--- config.mk ---
export PLATFORM = sky130hd
export DESIGN_NAME = vga_sync_decoder
export DESIGN_NICKNAME = d
export VERILOG_FILES = /design/src/rtl/vga_sync_decoder.sv
export SDC_FILE = /design/constraint.sdc
export NUM_CORES = 1
export LEC_CHECK = 0
export CAP_MARGIN = 20
export CELL_PAD_IN_SITES_DETAIL_PLACEMENT = 1
export CELL_PAD_IN_SITES_GLOBAL_PLACEMENT = 1
export CORE_MARGIN = 2
export CORE_UTILIZATION = 40
export CTS_BUF_LIST = sky130_fd_sc_hd__clkbuf_16
export DETAILED_ROUTE_END_ITERATION = 8
export GPL_ROUTABILITY_DRIVEN = 0
export HOLD_SLACK_MARGIN = 0.15
export PLACE_DENSITY = 0.87
export SYNTH_ARGS = -nofsm -noshare
export SYNTH_HDL_FRONTEND = slang
export SYNTH_SLANG_ARGS = --single-unit
--- constraint.sdc ---
create_clock -name clk -period 3.6 [get_ports clk]
set_input_delay 0.72 -clock clk [delete_from_list [all_inputs] [get_ports clk]]
set_output_delay 0.72 -clock clk [all_outputs]
set_load 0.005 [all_outputs]
--- src/rtl/vga_sync_decoder.sv ---
// Receive-side VGA timing checker: samples hs/vs/RGB, recovers x/y/de/pix two clocks later,
// verifies line, frame and sync-width timing and tracks lock.
module vga_sync_decoder #(
    parameter int h_res    = 640,
    parameter int v_res    = 480,
    parameter int h_t_fp   = 16,
    parameter int h_t_pw   = 96,
    parameter int h_t_bp   = 48,
    parameter int v_t_fp   = 10,
    parameter int v_t_pw   = 2,
    parameter int v_t_bp   = 33,
    parameter bit sync_pol = 1'b0
) (
    input  logic        clk,
    input  logic        rst,
    input  logic        hs,
    input  logic        vs,
    input  logic [2:0]  RED,
    input  logic [2:0]  GREEN,
    input  logic [1:0]  BLUE,
    output logic        de,
    output logic [11:0] x,
    output logic [11:0] y,
    output logic [7:0]  pix,
    output logic        frame_start,
    output logic        locked,
    output logic        err,
    output logic [7:0]  err_cnt
);

    localparam int H_TOTAL = h_res + h_t_fp + h_t_pw + h_t_bp;
    localparam int V_TOTAL = v_res + v_t_fp + v_t_pw + v_t_bp;

    localparam logic [11:0] H_TOT_M1  = 12'(H_TOTAL - 1);
    localparam logic [11:0] V_TOT_M1  = 12'(V_TOTAL - 1);
    localparam logic [11:0] H_PW      = 12'(h_t_pw);
    localparam logic [11:0] V_PW      = 12'(v_t_pw);
    localparam logic [11:0] H_ACT_LO  = 12'(h_t_pw + h_t_bp);
    localparam logic [11:0] H_ACT_HI  = 12'(h_t_pw + h_t_bp + h_res - 1);
    localparam logic [11:0] V_ACT_LO  = 12'(v_t_pw + v_t_bp);
    localparam logic [11:0] V_ACT_HI  = 12'(v_t_pw + v_t_bp + v_res - 1);
    localparam logic [1:0]  GOOD_NEED = 2'd2;

    typedef enum logic [1:0] {
        SEARCH = 2'd0,
        VERIFY = 2'd1,
        LOCKED = 2'd2
    } state_t;

    function automatic logic [11:0] sat_inc12(input logic [11:0] v);
        return (v == 12'hFFF) ? v : v + 12'd1;
    endfunction

    function automatic logic [7:0] sat_inc8(input logic [7:0] v);
        return (v == 8'hFF) ? v : v + 8'd1;
    endfunction

    logic       w_hs_n;
    logic       w_vs_n;
    logic       r_hs_p0;
    logic       r_vs_p0;
    logic       r_vld_p0;
    logic       r_hs_d;
    logic       r_vs_d;
    logic       r_vld_d;
    logic [7:0] r_rgb_p0;

    assign w_hs_n = sync_pol ? hs : ~hs;
    assign w_vs_n = sync_pol ? vs : ~vs;

    // ---- stage 1: sample syncs (normalised active-high) and pixel ----
    always_ff @(posedge clk or posedge rst) begin
        if (rst) begin
            r_hs_p0  <= 1'b0;
            r_vs_p0  <= 1'b0;
            r_vld_p0 <= 1'b0;
            r_hs_d   <= 1'b0;
            r_vs_d   <= 1'b0;
            r_vld_d  <= 1'b0;
        end else begin
            r_hs_p0  <= w_hs_n;
            r_vs_p0  <= w_vs_n;
            r_vld_p0 <= 1'b1;
            r_hs_d   <= r_hs_p0;
            r_vs_d   <= r_vs_p0;
            r_vld_d  <= r_vld_p0;
        end
    end

    always_ff @(posedge clk) begin
        r_rgb_p0 <= {RED, GREEN, BLUE};
    end

    // Edges need two real samples, so a sync already asserted at reset release is not an edge.
    logic w_edge_ok;
    logic w_hs_rise;
    logic w_hs_fall;
    logic w_vs_fall;

    assign w_edge_ok = r_vld_p0 & r_vld_d;
    assign w_hs_rise = w_edge_ok & r_hs_p0 & ~r_hs_d;
    assign w_hs_fall = w_edge_ok & ~r_hs_p0 & r_hs_d;
    assign w_vs_fall = w_edge_ok & ~r_vs_p0 & r_vs_d;

    logic [11:0] r_hcnt;
    logic [11:0] r_pwcnt;
    logic [11:0] r_lcnt;
    logic [11:0] r_vspw;
    logic        r_vs_ln;
    logic        r_h_seen;
    logic        r_v_seen;

    logic [11:0] w_hcnt_nxt;
    logic [11:0] w_pwcnt_nxt;
    logic [11:0] w_lcnt_nxt;
    logic [11:0] w_vspw_nxt;
    logic        w_fs;

    assign w_fs        = w_hs_rise & r_h_seen & r_vs_p0 & ~r_vs_ln;
    assign w_hcnt_nxt  = w_hs_rise ? 12'd0 : sat_inc12(r_hcnt);
    assign w_pwcnt_nxt = w_hs_rise ? 12'd1 : (r_hs_p0 ? sat_inc12(r_pwcnt) : r_pwcnt);
    assign w_lcnt_nxt  = w_fs ? 12'd0 : (w_hs_rise ? sat_inc12(r_lcnt) : r_lcnt);
    assign w_vspw_nxt  = w_fs ? 12'd1 :
                         ((w_hs_rise & r_vs_p0) ? sat_inc12(r_vspw) : r_vspw);

    logic w_err_line;
    logic w_err_hpw;
    logic w_err_frame;
    logic w_err_vpw;
    logic w_err_any;

    assign w_err_line  = w_hs_rise & r_h_seen & (r_hcnt != H_TOT_M1);
    assign w_err_hpw   = w_hs_fall & r_h_seen & (r_pwcnt != H_PW);
    assign w_err_frame = w_fs & r_v_seen & (r_lcnt != V_TOT_M1);
    assign w_err_vpw   = w_vs_fall & r_v_seen & (r_vspw != V_PW);
    assign w_err_any   = w_err_line | w_err_hpw | w_err_frame | w_err_vpw;

    // ---- stage 2: timing counters ----
    always_ff @(posedge clk or posedge rst) begin
        if (rst) begin
            r_hcnt   <= 12'd0;
            r_pwcnt  <= 12'd0;
            r_lcnt   <= 12'd0;
            r_vspw   <= 12'd0;
            r_vs_ln  <= 1'b0;
            r_h_seen <= 1'b0;
            r_v_seen <= 1'b0;
        end else begin
            r_hcnt  <= w_hcnt_nxt;
            r_pwcnt <= w_pwcnt_nxt;
            r_lcnt  <= w_lcnt_nxt;
            r_vspw  <= w_vspw_nxt;
            if (w_hs_rise) begin
                r_vs_ln  <= r_vs_p0;
                r_h_seen <= 1'b1;
            end
            if (w_fs) begin
                r_v_seen <= 1'b1;
            end
        end
    end

    state_t     r_state;
    state_t     w_state_nxt;
    logic [1:0] r_good;
    logic [1:0] w_good_nxt;

    always_ff @(posedge clk or posedge rst) begin
        if (rst) begin
            r_state <= SEARCH;
            r_good  <= 2'd0;
        end else begin
            r_state <= w_state_nxt;
            r_good  <= w_good_nxt;
        end
    end

    // An error always wins over a coincident frame_start and restarts the clean-frame count.
    always_comb begin
        w_state_nxt = r_state;
        w_good_nxt  = r_good;
        if (w_err_any) begin
            w_state_nxt = SEARCH;
            w_good_nxt  = 2'd0;
        end else if (w_fs) begin
            case (r_state)
                SEARCH: begin
                    w_state_nxt = VERIFY;
                    w_good_nxt  = 2'd0;
                end
                VERIFY: begin
                    if (r_good == GOOD_NEED - 2'd1) begin
                        w_state_nxt = LOCKED;
                        w_good_nxt  = 2'd0;
                    end else begin
                        w_good_nxt = r_good + 2'd1;
                    end
                end
                LOCKED:  w_state_nxt = LOCKED;
                default: w_state_nxt = SEARCH;
            endcase
        end
    end

    always_comb begin
        locked = (r_state == LOCKED);
    end

    // de follows the next lock state so it tracks locked in the same output cycle.
    logic w_act;
    logic w_de;

    assign w_act = (w_hcnt_nxt >= H_ACT_LO) && (w_hcnt_nxt <= H_ACT_HI) &&
                   (w_lcnt_nxt >= V_ACT_LO) && (w_lcnt_nxt <= V_ACT_HI);
    assign w_de  = w_act && (w_state_nxt == LOCKED);

    logic        r_de_p1;
    logic [11:0] r_x_p1;
    logic [11:0] r_y_p1;
    logic [7:0]  r_pix_p1;
    logic        r_fs_p1;
    logic        r_err_p1;
    logic [7:0]  r_err_cnt;

    // ---- stage 2: output registers ----
    always_ff @(posedge clk or posedge rst) begin
        if (rst) begin
            r_de_p1   <= 1'b0;
            r_x_p1    <= 12'd0;
            r_y_p1    <= 12'd0;
            r_pix_p1  <= 8'd0;
            r_fs_p1   <= 1'b0;
            r_err_p1  <= 1'b0;
            r_err_cnt <= 8'd0;
        end else begin
            r_de_p1  <= w_de;
            r_x_p1   <= w_de ? (w_hcnt_nxt - H_ACT_LO) : 12'd0;
            r_y_p1   <= w_de ? (w_lcnt_nxt - V_ACT_LO) : 12'd0;
            r_pix_p1 <= w_de ? r_rgb_p0 : 8'd0;
            r_fs_p1  <= w_fs;
            r_err_p1 <= w_err_any;
            if (w_err_any) begin
                r_err_cnt <= sat_inc8(r_err_cnt);
            end
        end
    end

    assign de          = r_de_p1;
    assign x           = r_x_p1;
    assign y           = r_y_p1;
    assign pix         = r_pix_p1;
    assign frame_start = r_fs_p1;
    assign err         = r_err_p1;
    assign err_cnt     = r_err_cnt;

endmodule

## After elaboration in Yosys (flattened, before gate mapping)

Index checks and enable logic that the tools add are counted.

- Add/sub/neg operators: 8
- Magnitude comparators: 4
- Eq/ne operators: 15
- Muxes and demuxes: 22
- Bitwise logic cells: 28
- Reductions and logical operators: 13

Operators with widths:

| kind | number |
|---|---|
| $mux W12 | 13 |
| $add A12 B1 Y12 const B | 4 |
| $eq A12 B12 Y1 const B | 4 |
| $le A12 B10 Y1 const B | 2 |
| $ne A12 B10 Y1 const B | 2 |
| $and A1 B1 Y1 | 18 |
| $ge A12 B6 Y1 const B | 1 |
| $ge A12 B8 Y1 const B | 1 |
| $mux W2 | 6 |
| $ne A12 B2 Y1 const B | 1 |
| $ne A12 B7 Y1 const B | 1 |
| $sub A12 B6 Y12 const B | 1 |
| $sub A12 B8 Y12 const B | 1 |
| $add A8 B1 Y8 const B | 1 |
| $eq A8 B8 Y1 const B | 1 |
| $mux W8 | 1 |
| $reduce_and A2 Y1 | 4 |
| $not A1 Y1 | 7 |
| $pmux W2 S3 | 1 |
| $reduce_bool A2 Y1 | 3 |
| $eq A2 B1 Y1 const B | 2 |
| $eq A2 B2 Y1 const B | 2 |
| $logic_and A1 B1 Y1 | 4 |
| $ne A2 B2 Y1 const B | 2 |
| 5 further kinds | 7 |

- Bits in registers: 112
- Input port bits: 12
- Word-level logic and storage cells: 113

## Logic depth before layout (Yosys ltp)

Gate-level depths: netlist (run 1).

- Word-level depth: 14
- Depth in mapped cells: 13
- Gate-level depth less buffers: 11

## Worst setup path after synthesis (run 1)

No wires, ideal clock.

- Kind: reg2reg
- Start point: register r_hs_d
- End point: register r_x_p1[11] (netlist: x[11])
- Setup time: 0.148 ns
- Arrival time: 3.067 ns
- Data required time: 3.452 ns
- Slack: 0.385 ns
- Stages on the path, launching flop included: 14
- Buffers on the path: 4
- Clock period less this slack: 3.215 ns
- Path through: dfrtp_1 -> nand4bb_1 -> or2_2 -> clkbuf_1 -> clkinv_1 -> clkbuf_1 -> buf_1 -> nor2_1 -> ha_1 -> o32ai_1 -> a211oi_1 -> a21oi_1 -> buf_2 -> a311oi_1

- Elaborated cells between the ends (all ways): 30
- Classes of those cells: 1 x add/sub; 4 x order compare; 1 x eq/ne; 6 x mux; 14 x bitwise; 4 x reduce/logical

RTL lines:

| what | RTL line | RTL |
|---|---|---|
| start: declaration | 63 | `logic r_hs_d;` |
| start signal: assignment | 84 | `r_hs_d <= r_hs_p0;` |
| $not A1 Y1 * | 101 | `assign w_hs_rise = w_edge_ok & r_hs_p0 & ~r_hs_d;` |
| $and A1 B1 Y1 * | 101 |  |
| $and A1 B1 Y1 * (3 in a row) | 119 | `assign w_fs = w_hs_rise & r_h_seen & r_vs_p0 & ~r_vs_ln;` |
| named net w_fs | 117 | `logic w_fs;` |
| $mux W12 * | 122 | `assign w_lcnt_nxt = w_fs ? 12'd0 : (w_hs_rise ? sat_inc12(r_lcnt) : r_lcnt);` |
| named net w_lcnt_nxt[1] | 115 | `logic [11:0] w_lcnt_nxt;` |
| $ge A12 B6 Y1 | 214 | `(w_lcnt_nxt >= V_ACT_LO) && (w_lcnt_nxt <= V_ACT_HI);` |
| $logic_and A1 B1 Y1 | 213 | `assign w_act = (w_hcnt_nxt >= H_ACT_LO) && (w_hcnt_nxt <= H_ACT_HI) &&` |
| $logic_and A1 B1 Y1 * | 214 |  |
| $logic_and A1 B1 Y1 * | 215 | `assign w_de = w_act && (w_state_nxt == LOCKED);` |
| $mux W12 * | 237 | `r_x_p1 <= w_de ? (w_hcnt_nxt - H_ACT_LO) : 12'd0;` |
| end signal: assignment | 237 |  |
| end: declaration | 218 | `logic [11:0] r_x_p1;` |

The timed path passes the listed nets; every way through them passes the cells marked *.
A chain may end at the register's enable or synchronous reset.

## Worst setup path in the final report (run 1)

- Start point: register r_hcnt[0]
- End point: register r_y_p1[5] (netlist: y[5])

- Cells in the longest elaborated chain, start to end: 9
- Elaborated cells between the ends (all ways): 18
- Classes of those cells: 1 x add/sub; 2 x order compare; 3 x eq/ne; 4 x mux; 4 x bitwise; 4 x reduce/logical

Ends and longest elaborated chain:

| what | RTL line | RTL |
|---|---|---|
| start: declaration | 105 | `logic [11:0] r_hcnt;` |
| start signal: assignment | 149 | `r_hcnt <= w_hcnt_nxt;` |
| $add A12 B1 Y12 / $eq A12 B12 Y1 (equally long branches) | 51 | `return (v == 12'hFFF) ? v : v + 12'd1;` |
| $mux W12 * | 51 |  |
| $mux W12 * | 120 | `assign w_hcnt_nxt = w_hs_rise ? 12'd0 : sat_inc12(r_hcnt);` |
| named net w_hcnt_nxt[4] | 113 | `logic [11:0] w_hcnt_nxt;` |
| $ge A12 B8 Y1 / $le A12 B10 Y1 (equally long branches) | 213 |  |
| $logic_and A1 B1 Y1 * (2 in a row) | 213 |  |
| $logic_and A1 B1 Y1 * | 214 |  |
| $logic_and A1 B1 Y1 * | 215 |  |
| $mux W12 * | 238 | `r_y_p1 <= w_de ? (w_lcnt_nxt - V_ACT_LO) : 12'd0;` |
| end signal: assignment | 238 |  |
| end: declaration | 219 | `logic [11:0] r_y_p1;` |

Marked as above.

==> reports/qor.txt, run 1 <==
Post-Syn Area: 5420 sq um
CTS root buffer: clkbuf_16
Ant. Diodes: 0
Worst EP arrival: 3580 ps
Final ANT Viol Nets: 0
Yosys reg bits: 112
CP Max Fanout: 32
DIE HEIGHT: 120 um
WP data required: 3840 ps
area of the core: 13200 sq um
IO Pins: 56
# Post-CTS Setup Buffers: 0
Fin. Hold Viols: 0
switching power share of the total: 32.2%
Reg power frac: 45.7%
relative max-transition margin: 31.6%
TritonCTS clock tree: built
part of the cycle the worst path needs: 92.7%
Syn. warnings: 0
Net Sw Power: 1.10 mW
Die Area: 14500 sq um
1st-pass router iterations: 4
hold path start: r_rgb_p0[4]$_DFF_P_
setup violators final: 0
global-route wire length before repair: 24500 um
Design Area, Final: 6590 sq um
Total Routing Usage GR: 21.4%
Reg2Reg Setup Slack: 260 ps
Fmax: 300 MHz
Initial DRC Count: 184
MaxCap Viol Count: 0
CTS sink cnt: 112
Crit. End Element: flip-flop
slowest stage delay, CP: 430 ps
Synth Flop Type: dfrtp_1
Slew Viols, Final: 0
Max VDD drop: 309 uV
status: completed
drt wl/cell: 19.5 um
CP Cell Sequence: ha_1, nand3_1, o31ai_1, xor2_1, nor2_1, ha_1, o211ai_1, nor4_1, o211ai_1, buf_12, nor4_1
Clk Latency, worst-skew pair: 370 ps
Starting Density: 40.9%
H-tree Lvls: 3
Crit-path slowest cell: o31ai_1
vias: 4356
syn_nets: 548
Worst Hold Class: reg2reg
crit path time final: 3340 ps
placed cell areas: 6240 sq um
share of cells above drive strength 1: 11.4%
number of synthesized flops with an enable pin: 0
CP Launch Type: flip-flop
Leak Pwr: 2.75 nW
Logic pwr share: 22.2%
std cell rows: 42
Clock transition at path regs: 70 ps
detailed-placement wirelength estimate: 9960 um
cells after synthesis: 524
CTS Buf Count: 9
asr flop ratio synth: 92.9%
Die X: 120 um
r2r startpoint: r_hcnt[0]$_DFF_PP0_
Least-Margin Pin Slew: 1010 ps
Worst Hold Path Cells: 1
Mean Syn Cell Area: 10.3 sq um
Clk pwr share: 32.0%
unrepaired setup endpoints after global routing: no
CTS max path bufs: 2
Netlist cell types: 65
vias in the first global route: 4776
Tot Pwr: 3.41 mW
hold-fix buffers at CTS: 0
vias per cell: 5.70
Critical R2R Capture: y[5]$_DFF_PP0_
power per cell area: 517 nW/um^2
residual DRC count: 0
fin nets: 607
final setup TNS: 0 ps
Worst Skew: 8.06 ps
largest net degree at the start of global routing: 62
Hold Path End: pix[4]$_DFF_PP0_
register area share after synthesis: 51.0%
Yosys top cell by area: dfrtp_1
internal power: 2.31 mW
CP Class: reg2reg
Synth top area share: 48.0%
Synth area leaders: dfrtp_1 (48%), nor2_1 (3.8%), xor2_1 (3.7%)
CTS resizes: 0
PortBufs: 55
initial antenna violation count: 0
Reg2Reg Depth: 11
Post-Route WL: 14900 um
area growth from synthesis to layout: 21.5%
GRT overflow: 0
routing by layer:
metal	track usage, %	vias to the layer above	share of wire (%)
met1	25.6	2255	41
met4	10.1	0	2.5
met5	0	-	0
met2	37.9	87	54
met3	3.11	27	3.1
li1	-	1987	-
worst max-delay path: cells and delay by family (launching register included):
| family | cells | cell delay, ps |
|---|---|---|
| buffers and inverters | 1 | 240 |
| DFF | 1 | 410 |
| AOI/OAI and AO/OA | 3 | 740 |
| adders and majority gates | 2 | 480 |
| xor gates and xnor gates | 1 | 160 |
| and+or+nand+nor | 4 | 1180 |
per-stage QoR:
| stage | cells | hold WS (ps) | util, % | setup slack, ps |
|---|---|---|---|---|
| 3_3_place_gp | 748 | 454 | 47.1 | 458 |
| 3_5_place_dp | 748 | 457 | 47.1 | 176 |
| 2_1_floorplan | 524 | 413 | - | 148 |
| 6_report | 764 | 469 | 49.8 | 264 |
| 4_1_cts | 764 | 471 | 49.6 | 117 |
| 5_1_grt | 764 | 481 | 49.8 | 40.4 |
logic make-up (layout without fill, tap and decap cells):
group                    count (synthesis)  after routing  share of synthesized area [%]
AND/OR/NAND/NOR                        231            231                           24.6
flip-flops                             112            112                           51.0
AO/OA/AOI/OAI                           72             72                           9.56
XOR/XNOR                                42             42                           6.79
buffers and inverters                   42            106                           3.09
adder cells (fa/ha/maj)                 12             12                           2.77
multiplexers                            11             11                           2.08
other                                    2              2                          0.139
cells in the mapped netlist, types with 3 or more instances:
cell type and instances:
a211oi_1 5, o31ai_1 4, o211ai_1 3, ha_1 12
a211oi_2 4, nor3_2 10, nor3b_2 10, a21oi_1 14
nand4_1 15, or2_2 4, a31oi_1 6, and4_1 6
nor3_1 24, clkbuf_1 8, mux2i_1 9, o21ai_0 11
xor2_1 23, nor2_1 55, inv_1 25, buf_2 5
a311oi_1 3, xnor2_1 19, dfxtp_1 8, and3_1 8
nor3b_1 3, or3_1 3, nand2_1 38, nand3_1 22
nor4_1 12, dfrtp_1 104, nand2b_1 5, nor4b_1 3
how the worst max path moves through the flow:
stage	start	endpoint	slack [ps]
2_1_floorplan	rst	de$_DFF_PP0_	150
3_3_place_gp	r_hs_p0$_DFF_PP0_	x[11]$_DFF_PP0_	460
3_5_place_dp	r_hs_p0$_DFF_PP0_	y[5]$_DFF_PP0_	180
4_1_cts	r_lcnt[1]$_DFF_PP0_	y[5]$_DFF_PP0_	120
5_1_grt	r_lcnt[0]$_DFF_PP0_	y[5]$_DFF_PP0_	40
6_report	r_hcnt[0]$_DFF_PP0_	y[5]$_DFF_PP0_	260
power groups by stage:
stage	clock network, mW	logic, mW	registers [mW]
floorplan	0	0.497	1.53
global placement	0	0.679	1.56
detailed placement	0	0.724	1.57
CTS	1.11	0.749	1.56
global route	1.16	0.845	1.58
finish	1.09	0.758	1.56
flip-flops by register name, indices dropped and copies added (netlist names), 2 cells and up:
name and cells:
pix 8, r_hcnt 12, r_pwcnt 12, r_vspw 12
x 12, r_good 2, r_state 2, y 12
err_cnt 8, r_rgb_p0 8, r_lcnt 12
placed cells by master (no fill, tap or decap), types with 4 or more instances in the layout:
cell type / synthesis / routed
dfrtp_1: 104 / 104
clkdlybuf4s50_1: 0 / 55
nor2_1: 55 / 54
nand2_1: 38 / 38
inv_1: 25 / 25
nor3_1: 24 / 24
xor2_1: 23 / 23
nand3_1: 22 / 21
xnor2_1: 19 / 19
nand4_1: 15 / 15
a21oi_1: 14 / 13
ha_1: 12 / 12
o21ai_0: 11 / 11
nor4_1: 12 / 11
nor3b_2: 10 / 10
nor3_2: 10 / 10
mux2i_1: 9 / 9
clkbuf_16: 0 / 9
and3_1: 8 / 8
dfxtp_1: 8 / 8
and4_1: 6 / 6
a31oi_1: 6 / 6
buf_4: 1 / 6
a211oi_2: 4 / 5
nand2b_1: 5 / 5
o31ai_1: 4 / 4
or2_2: 4 / 4
a211oi_1: 5 / 4
layout make-up:
cell class / instances / area (sq um)
Fill cell: 1474 / 6650
Tap cell: 176 / 220
Clock buffer: 9 / 225
Sequential cell: 112 / 2760
Clock inverter: 7 / 96.3
Inverter: 26 / 100
Multi-Input combinational cell: 370 / 2530
Timing Repair Buffer: 64 / 656
Power figures use the tool's default switching activity.
==> inputs of run 2 (changes only) <==
--- a/config.mk
+++ b/config.mk
@@ -12,9 +12,10 @@
 export CORE_UTILIZATION = 40
 export CTS_BUF_LIST = sky130_fd_sc_hd__clkbuf_16
 export DETAILED_ROUTE_END_ITERATION = 8
+export DONT_BUFFER_PORTS = 1
 export GPL_ROUTABILITY_DRIVEN = 0
 export HOLD_SLACK_MARGIN = 0.15
-export PLACE_DENSITY = 0.87
+export PLACE_DENSITY = 0.8
 export SYNTH_ARGS = -nofsm -noshare
 export SYNTH_HDL_FRONTEND = slang
 export SYNTH_SLANG_ARGS = --single-unit
==> reports/qor.txt, run 2 (same netlist as run 1, synthesis figures left out) <==
status: completed
detailed-placement wirelength estimate: 8960 um (-10%)
Starting Density: 40.9% (unchanged)
part of the cycle the worst path needs: 90.8% (-1.9 points)
DIE HEIGHT: 120 um (unchanged)
Crit-path slowest cell: dfrtp_1
std cell rows: 42 (unchanged)
unrepaired setup endpoints after global routing: no
Fmax: 306 MHz (+2.0%)
Max VDD drop: 283 uV (-8.2%)
Leak Pwr: 2.55 nW (-7.3%)
CTS Buf Count: 9 (unchanged)
Tot Pwr: 3.22 mW (-5.4%)
placed cell areas: 5680 sq um (-8.9%)
area growth from synthesis to layout: 10.9%
most frequent cells in the layout: dfrtp_1 (104), nor2_1 (55), nand2_1 (38)
share of cells above drive strength 1: 12.0% (+0.61 points)
Worst Skew: 8.21 ps (+0.151 ps)
Least-Margin Pin Slew: 969 ps (-44.2 ps)
Clk Latency, worst-skew pair: 370 ps (about the same)
Worst EP arrival: 3530 ps (-50 ps)
global-route wire length before repair: 21300 um (-13%)
H-tree Lvls: 3 (unchanged)
CTS max path bufs: 2 (unchanged)
CP Max Fanout: 22 (-31%)
CP Class: reg2reg
1st-pass router iterations: 4 (unchanged)
drt wl/cell: 17.9 um (-8.3%)
largest net degree at the start of global routing: 92 (+48%)
Design Area, Final: 6010 sq um (-8.8%)
power per cell area: 536 nW/um^2 (+3.6%)
GRT overflow: 0 (unchanged)
setup violators final: 0 (unchanged)
MaxCap Viol Count: 0 (unchanged)
relative max-transition margin: 34.6% (+3.0 points)
IO Pins: 56 (unchanged)
CP Cell Sequence: ha_1, nand3_1, o31a_1, xnor2_1, nor2_1, ha_1, o32ai_2, a211oi_2, a21oi_4, buf_12, nor3_1
area of the core: 13200 sq um (unchanged)
Die X: 120 um (unchanged)
Fin. Hold Viols: 0 (unchanged)
CP Launch Type: flip-flop
Crit. End Element: flip-flop
vias in the first global route: 4313 (-9.7%)
Clock transition at path regs: 80 ps (about the same)
initial antenna violation count: 0 (unchanged)
CTS sink cnt: 112 (unchanged)
Ant. Diodes: 0 (unchanged)
vias: 4016 (-7.8%)
Initial DRC Count: 183 (-0.54%)
Die Area: 14500 sq um (unchanged)
non-filler cells in the finished layout: 709 (-7.2%)
Reg2Reg Setup Slack: 330 ps (+70 ps)
Worst Hold Class: in2reg
TritonCTS clock tree: built
fin nets: 552 (-9.1%)
placed instance count: 692 (-7.5%)
WP data required: 3860 ps (+20 ps)
Slew Viols, Final: 0 (unchanged)
Total Routing Usage GR: 18.5% (-3.0 points)
PortBufs: 0 (-100%)
final setup TNS: 0 ps (unchanged)
CTS root buffer: clkbuf_16
Post-Route WL: 12700 um (-15%)
critical path's most frequent cell: ha_1
commonest non-fill, non-tap cell in the layout: dfrtp_1
slowest stage delay, CP: 430 ps (about the same)
residual DRC count: 0 (unchanged)
Fillers: 1511 (+2.5%)
Worst Hold Margin: 372 ps (-97.0 ps)
vias per cell: 5.66 (-0.65%)
crit path time final: 3270 ps (-66.7 ps)
Final ANT Viol Nets: 0 (unchanged)
-- run 2: changes by cell type in the layout (fill, tap and decap cells not counted), moves of 2 or more --
cell             change
clkdlybuf4s50_1     -55
clkinv_8             +2
bufinv_16            -2
clkinvlp_4           -2
inv_8                +2
-- run 2: stage by stage --
step | setup WS, ps | util [%]
floorplan | 148 | -
global placement | 441 | 42.9
detailed placement | 272 | 42.9
CTS | 201 | 45.3
global route | 33.9 | 45.4
finish | 330 | 45.4
-- run 2: critical path: cells and delay by family (launching register included) --
kind	cells	cell delay, ps
simple gates	3	770
xor+xnor	1	150
compound gates	4	1000
fa+ha+maj	2	590
buf+inv	1	200
flops	1	430
-- run 2: layout make-up --
class / count / area (sq um) / area share (%)
clock buffer: 9 / 225 / 3.75
clock inverter: 7 / 81.3 / 1.35
tap: 176 / 220 / 3.66
multi-input combinational: 370 / 2510 / 41.8
timing repair buffer: 9 / 108 / 1.79
inverter: 26 / 100 / 1.66
sequential: 112 / 2760 / 46.0
-- run 2: final timing paths --
| kind | endpoint | from | cells past startpoint |
|---|---|---|---|
| max in group asynchronous | y[7]$_DFF_PP0_ | rst | 3 |
| min in group asynchronous | r_vs_p0$_DFF_PP0_ | rst | 2 |
| max | x[5]$_DFF_PP0_ | r_lcnt[0]$_DFF_PP0_ | 11 |
| min reg2reg | pix[2]$_DFF_PP0_ | r_rgb_p0[2]$_DFF_P_ | 1 |
| min | r_rgb_p0[2]$_DFF_P_ | GREEN[0] | 0 |
| max reg2reg | x[5]$_DFF_PP0_ | r_lcnt[0]$_DFF_PP0_ | 11 |
-- run 2: timing repair --
item / in CTS / in global routing
buffers inserted: 0 / 0
hold buffers: 1 / 0
endpoints found under the setup margin: 0 / 4
resized for setup: 0 / 2
endpoints found under the hold margin: 13 / 0
-- run 2: report_power, final --
part	total (mW)	switching, mW	internal (mW)
clock	1.01	0.514	0.498
sequential	1.56	0.171	1.39
combinational	0.654	0.401	0.253
-- run 2: layer usage --
metal  part of all wire (%)  track usage (%)
met5                      0                0
met4                    2.0             7.41
met3                    3.7             3.87
met2                     51             31.9
met1                     43             22.5
